==> src/rtl/wb_dbus_pkg.sv <==
// Shared definitions for the dbus watchdog: FSM state encoding and Wishbone B3 cycle-type codes.
package wb_dbus_pkg;

   typedef enum logic [1:0] {
      StIdle  = 2'd0,
      StWait  = 2'd1,
      StAbort = 2'd2,
      StHold  = 2'd3
   } wd_state_e;

   localparam logic [2:0] CtiClassic = 3'b000;
   localparam logic [2:0] CtiConst   = 3'b001;
   localparam logic [2:0] CtiIncr    = 3'b010;
   localparam logic [2:0] CtiEob     = 3'b111;

   // True when a response on this beat is followed by another strobed beat of the same burst.
   function automatic logic cti_continues(input logic [2:0] cti);
      case (cti)
         CtiConst, CtiIncr:  return 1'b1;
         CtiClassic, CtiEob: return 1'b0;
         default:            return 1'b0;
      endcase
   endfunction

endpackage

==> src/rtl/wb_dbus_wd_counter.sv <==
// Wait-state counter for the dbus watchdog: load to 1, clear, increment, and flag at TIMEOUT-1.
module wb_dbus_wd_counter
   import wb_dbus_pkg::*;
#(
   parameter int unsigned TIMEOUT = 255
) (
   input  logic clk_i,
   input  logic rst_i,
   input  logic clr_i,
   input  logic load_i,
   input  logic inc_i,
   output logic term_o
);

   localparam int unsigned CW = $clog2(TIMEOUT + 1);

   logic [CW-1:0] cnt_q, cnt_d;

   always_comb begin
      cnt_d = cnt_q;
      if (clr_i) begin
         cnt_d = '0;
      end else if (load_i) begin
         cnt_d = CW'(1);
      end else if (inc_i) begin
         cnt_d = cnt_q + CW'(1);
      end
   end

   always_ff @(posedge clk_i) begin
      if (rst_i) begin
         cnt_q <= '0;
      end else begin
         cnt_q <= cnt_d;
      end
   end

   assign term_o = (cnt_q == CW'(TIMEOUT - 1));

endmodule

==> src/rtl/wb_dbus_watchdog.sv <==
// Wishbone B3 dbus watchdog: aborts a beat left unanswered for TIMEOUT cycles with a one-cycle err.
// Define WB_DBUS_WATCHDOG_STATUS_EN to add last_to_adr_o / to_count_o abort status outputs.
module wb_dbus_watchdog
   import wb_dbus_pkg::*;
#(
   parameter int unsigned AW      = 32,
   parameter int unsigned DW      = 32,
   parameter int unsigned TIMEOUT = 255
) (
   input  logic            wb_clk_i,
   input  logic            wb_rst_i,
   input  logic [AW-1:0]   wbm_adr_i,
   input  logic [DW-1:0]   wbm_dat_i,
   input  logic [DW/8-1:0] wbm_sel_i,
   input  logic            wbm_we_i,
   input  logic            wbm_cyc_i,
   input  logic            wbm_stb_i,
   input  logic [2:0]      wbm_cti_i,
   input  logic [1:0]      wbm_bte_i,
   output logic [DW-1:0]   wbm_dat_o,
   output logic            wbm_ack_o,
   output logic            wbm_err_o,
   output logic            wbm_rty_o,
   output logic [AW-1:0]   wbs_adr_o,
   output logic [DW-1:0]   wbs_dat_o,
   output logic [DW/8-1:0] wbs_sel_o,
   output logic            wbs_we_o,
   output logic            wbs_cyc_o,
   output logic            wbs_stb_o,
   output logic [2:0]      wbs_cti_o,
   output logic [1:0]      wbs_bte_o,
   input  logic [DW-1:0]   wbs_dat_i,
   input  logic            wbs_ack_i,
   input  logic            wbs_err_i,
   input  logic            wbs_rty_i,
   output logic            timeout_o
`ifdef WB_DBUS_WATCHDOG_STATUS_EN
   ,
   output logic [AW-1:0]   last_to_adr_o,
   output logic [15:0]     to_count_o
`endif
);

   wd_state_e state_q, state_d;
   logic      cnt_clr, cnt_load, cnt_inc, cnt_term;
   logic      slv_resp;

   assign slv_resp  = wbs_ack_i | wbs_err_i | wbs_rty_i;

   assign wbs_adr_o = wbm_adr_i;
   assign wbs_dat_o = wbm_dat_i;
   assign wbs_sel_o = wbm_sel_i;
   assign wbs_we_o  = wbm_we_i;
   assign wbs_cti_o = wbm_cti_i;
   assign wbs_bte_o = wbm_bte_i;
   assign wbm_dat_o = wbs_dat_i;

   always_comb begin
      state_d   = state_q;
      cnt_clr   = 1'b0;
      cnt_load  = 1'b0;
      cnt_inc   = 1'b0;
      wbs_cyc_o = wbm_cyc_i;
      wbs_stb_o = wbm_stb_i;
      wbm_ack_o = wbs_ack_i;
      wbm_err_o = wbs_err_i;
      wbm_rty_o = wbs_rty_i;
      timeout_o = 1'b0;

      unique case (state_q)
         StIdle: begin
            if (wbm_cyc_i && wbm_stb_i && !slv_resp) begin
               state_d  = StWait;
               cnt_load = 1'b1;
            end
         end
         StWait: begin
            // A response beats the limit check, so a reply on the last allowed cycle is accepted.
            if (!wbm_cyc_i) begin
               state_d = StIdle;
               cnt_clr = 1'b1;
            end else if (slv_resp) begin
               cnt_clr = 1'b1;
               state_d = cti_continues(wbm_cti_i) ? StWait : StIdle;
            end else if (cnt_term) begin
               state_d = StAbort;
               cnt_clr = 1'b1;
            end else begin
               cnt_inc = 1'b1;
            end
         end
         StAbort: begin
            wbs_cyc_o = 1'b0;
            wbs_stb_o = 1'b0;
            wbm_ack_o = 1'b0;
            wbm_err_o = 1'b1;
            wbm_rty_o = 1'b0;
            timeout_o = 1'b1;
            state_d   = StHold;
         end
         StHold: begin
            wbs_cyc_o = 1'b0;
            wbs_stb_o = 1'b0;
            wbm_ack_o = 1'b0;
            wbm_err_o = 1'b0;
            wbm_rty_o = 1'b0;
            if (!wbm_cyc_i) begin
               state_d = StIdle;
            end
         end
         default: begin
            state_d = StIdle;
         end
      endcase

      if (wb_rst_i) begin
         wbs_cyc_o = 1'b0;
         wbs_stb_o = 1'b0;
         wbm_ack_o = 1'b0;
         wbm_err_o = 1'b0;
         wbm_rty_o = 1'b0;
         timeout_o = 1'b0;
      end
   end

   always_ff @(posedge wb_clk_i) begin
      if (wb_rst_i) begin
         state_q <= StIdle;
      end else begin
         state_q <= state_d;
      end
   end

   wb_dbus_wd_counter #(
      .TIMEOUT (TIMEOUT)
   ) u_counter (
      .clk_i  (wb_clk_i),
      .rst_i  (wb_rst_i),
      .clr_i  (cnt_clr),
      .load_i (cnt_load),
      .inc_i  (cnt_inc),
      .term_o (cnt_term)
   );

`ifdef WB_DBUS_WATCHDOG_STATUS_EN
   logic [AW-1:0] last_to_adr_q;
   logic [15:0]   to_count_q;
   logic          abort_entry;

   assign abort_entry = (state_q == StWait) && (state_d == StAbort);

   always_ff @(posedge wb_clk_i) begin
      if (wb_rst_i) begin
         last_to_adr_q <= '0;
         to_count_q    <= '0;
      end else if (abort_entry) begin
         last_to_adr_q <= wbm_adr_i;
         if (to_count_q != 16'hFFFF) begin
            to_count_q <= to_count_q + 16'd1;
         end
      end
   end

   assign last_to_adr_o = last_to_adr_q;
   assign to_count_o    = to_count_q;
`endif

endmodule

==> config.mk <==
export PLATFORM = sky130hd
export DESIGN_NAME = wb_dbus_watchdog
export DESIGN_NICKNAME = d
export VERILOG_FILES = /design/src/rtl/wb_dbus_pkg.sv /design/src/rtl/wb_dbus_wd_counter.sv /design/src/rtl/wb_dbus_watchdog.sv
export SDC_FILE = /design/constraint.sdc
export NUM_CORES = 1
export LEC_CHECK = 0
export ABC_CLOCK_PERIOD_IN_PS = 1900
export CAP_MARGIN = 20
export CORE_MARGIN = 2
export CORE_UTILIZATION = 20
export CTS_BUF_LIST = sky130_fd_sc_hd__clkbuf_8
export DETAILED_ROUTE_END_ITERATION = 7
export GPL_ROUTABILITY_DRIVEN = 0
export MAX_ROUTING_LAYER = met4
export PLACE_DENSITY_LB_ADDON = 0.15
export SLEW_MARGIN = 20
export SYNTH_ARGS = -nofsm -noshare
export SYNTH_HDL_FRONTEND = slang
export SYNTH_HIERARCHICAL = 1
export SYNTH_SLANG_ARGS = --single-unit
export TNS_END_PERCENT = 5
==> constraint.sdc <==
create_clock -name wb_clk_i -period 1.9 [get_ports wb_clk_i]
set_clock_uncertainty 0.15 [all_clocks]
set_input_delay 0.38 -clock wb_clk_i [delete_from_list [all_inputs] [get_ports wb_clk_i]]
set_output_delay 0.38 -clock wb_clk_i [all_outputs]
set_load 0.05 [all_outputs]
==> results.json <==
{
  "worst_hold_path_type": "reg2reg",
  "period_minus_slack_ns": 1.83,
  "overflow": 0,
  "cp.arrival_ns": 1.30,
  "status": "finished clean",
  "pre_cts_slack_ns": -0.383,
  "leakage_nw": 0.441,
  "power.total_mw": 0.623,
  "die_h_um": 86.9,
  "vias": 734,
  "clockBufferDepth": 2,
  "hold_viol": 0,
  "fp-row-count": 30,
  "io-pin-count": 225,
  "critPathKind": "in2out",
  "drc": 0,
  "ant_nets": 0,
  "ys_top_cells_by_count": "buf_4 (107), dfxtp_1 (10), nor2_1 (8)",
  "synth_area_leaders": "buf_4 (58%), dfxtp_1 (15%), xor2_1 (2.5%), nor2_1 (2.2%), ha_1 (1.8%)",
  "synth.ff_latch_count": 10,
  "clk_transition_reported_paths_ns": 0.05,
  "grt_pass1_vias": 743,
  "final_util_pct": 17.5,
  "yosysMostFrequentCell": "buf_4",
  "rsz0062_at_grt": "no",
  "area_growth_pct": -14.6,
  "dieArea_mm2": 0.00755,
  "start_util_pct": 20.5,
  "r2r_slack_ns": 0.18,
  "ctsHtreeMaxLevel": 1,
  "numCtsBuffers": 3,
  "routed_via_density": 3.86,
  "cellPowerDensity_mw_per_mm2": 530,
  "critical_path.startpoint_type": "primary input",
  "place_inst": 186,
  "synth_area_per_cell_um2": 7.77,
  "root_buffer": "clkbuf_8",
  "hpwl_um": 1710,
  "worst_slew_pin_slew_ns": 0.404,
  "netlist_area_mm2": 0.00138,
  "yosysUniqueCellTypes": 28,
  "setup_viol": 0,
  "drt_iter0_drc": 20,
  "stdcell_area_mm2": 0.00117,
  "yosysTopAreaCell": "buf_4",
  "synth_top_cell_area_share_pct": 58.4,
  "async_reset_ff_share_pct": 0,
  "min_period_over_period_pct": 96.4,
  "cts_tree": "yes",
  "setup_tns_ns": 0,
  "synth_ff_type": "dfxtp_1",
  "yosysWarnings": 6,
  "dieWidth_um": 86.9,
  "coreArea_mm2": 0.00672,
  "required_ns": 1.37,
  "dr.pass1.iters": 3,
  "drive_above_1_share_pct": 44.5,
  "maxCapViolCount": 0,
  "critPathMaxFanout": 4,
  "place_area_mm2": 0.00108,
  "ir_drop_mv": 0.106,
  "routedWlPerCell_um": 11.5,
  "cts_sinks": 10,
  "antenna_found_initial": 0,
  "grtUsageTotal_pct": 6.00,
  "timing.fmax_ghz": 0.546,
  "syn_nets": 292,
  "clock_latency_ns": 0.24,
  "synth_edf_count": 0,
  "cts_hold_buf": 0,
  "grt_first_pass_wirelength_um": 3420,
  "fin_ws_ns": 0.0677,
  "yosysSeqAreaShare_pct": 14.6,
  "io_buffers": 18,
  "wl_um": 2190,
  "syn_inst": 177,
  "end_kind": "output pin",
  "cts_setup_buffers": 0,
  "grt_max_degree": 9,
  "stdcell_count": 190,
  "worst_hold_slack_ns": 0.334,
  "finalMaxSlewViolations": 0,
  "finalNetCount": 226,
  "antennaDiodeCount": 0,
  "relSlewSlack_pct": 72.7
}
==> repair_timing <==
item	CTS	global route
pin swaps	2	5
gates resized for setup	5	18
endpoints found under the setup margin	10	10
==> cell usage in the layout, fill, tap and decap left out, types with 2 or more instances in the layout <==
master           netlist  routed
buf_4                107      19
dfxtp_1               10       9
buf_12                 0       9
clkdlybuf4s50_1        0       5
nor2_1                 8       5
clkbuf_8               0       4
xor2_1                 4       4
nand2b_1               3       3
nor2_2                 0       3
and2_1                 3       3
a21oi_2                0       2
inv_1                  2       2
a31oi_1                2       2
o21ai_0                4       2
a311oi_1               2       2
nor3_1                 3       2
clkbuf_2               0       2
nand4_1                2       2
nand3_1                3       2
or3_1                  4       2
or3_4                  0       2
a21oi_1                4       2
o21ai_1                0       2
nand2_1                3       2
ha_1                   2       2
==> cells by family (layout without fill, tap and decap cells) <==
kind of cell | count (synthesis) | in the layout | synth area share (%)
AO/OA/AOI/OAI | 13 | 13 | 5.64
XOR/XNOR | 5 | 5 | 3.18
adder cells (fa/ha/maj) | 2 | 2 | 1.82
buffers and inverters | 110 | 43 | 59.3
flip-flops | 10 | 10 | 14.6
AND/OR/NAND/NOR | 37 | 37 | 15.5
==> per-layer routing <==
| metal | vias up | wire, um | GRT usage, % |
|---|---|---|---|
| met1 | 315 | 882 | 6.58 |
| met2 | 62 | 878 | 7.63 |
| met5 | - | 0 | - |
| met3 | 23 | 272 | 3.32 |
| met4 | 0 | 152 | 5.26 |
| li1 | 334 | - | - |
==> registers in the layout (all words and copies together), names as in the netlist, named ones only <==
name,count
state_q,1
u_counter/cnt_q,8
==> worst paths after layout <==
kind,end,depth (start not counted),startpoint
max reg2reg,u_counter/cnt_q[5],9,u_counter/cnt_q[0]
max,wbm_err_o,4,wb_rst_i
min,u_counter/cnt_q[6],2,u_counter/cnt_q[6]
min reg2reg,u_counter/cnt_q[6],2,u_counter/cnt_q[6]
==> critical path, cell delays in order <==
cell and delay, ns:
clkdlybuf4s50_1 0.44, buf_4 0.17, a21oi_2 0.16, buf_12 0.16
==> area by class of cell <==
| class | count | area, um2 |
|---|---|---|
| fill | 737 | 5550 |
| multi-input combinational | 57 | 408 |
| timing repair buffer | 37 | 402 |
| sequential | 10 | 201 |
| tap | 80 | 100 |
| clock buffer | 4 | 55.1 |
| inverter | 2 | 7.51 |
==> where the power goes <==
part           switching (mW)  internal (mW)  leakage, nW
clock network          0.0888          0.183       0.0288
logic                  0.0674         0.0714        0.331
registers             0.00109          0.211       0.0811
(Power assumes the default switching activity.)
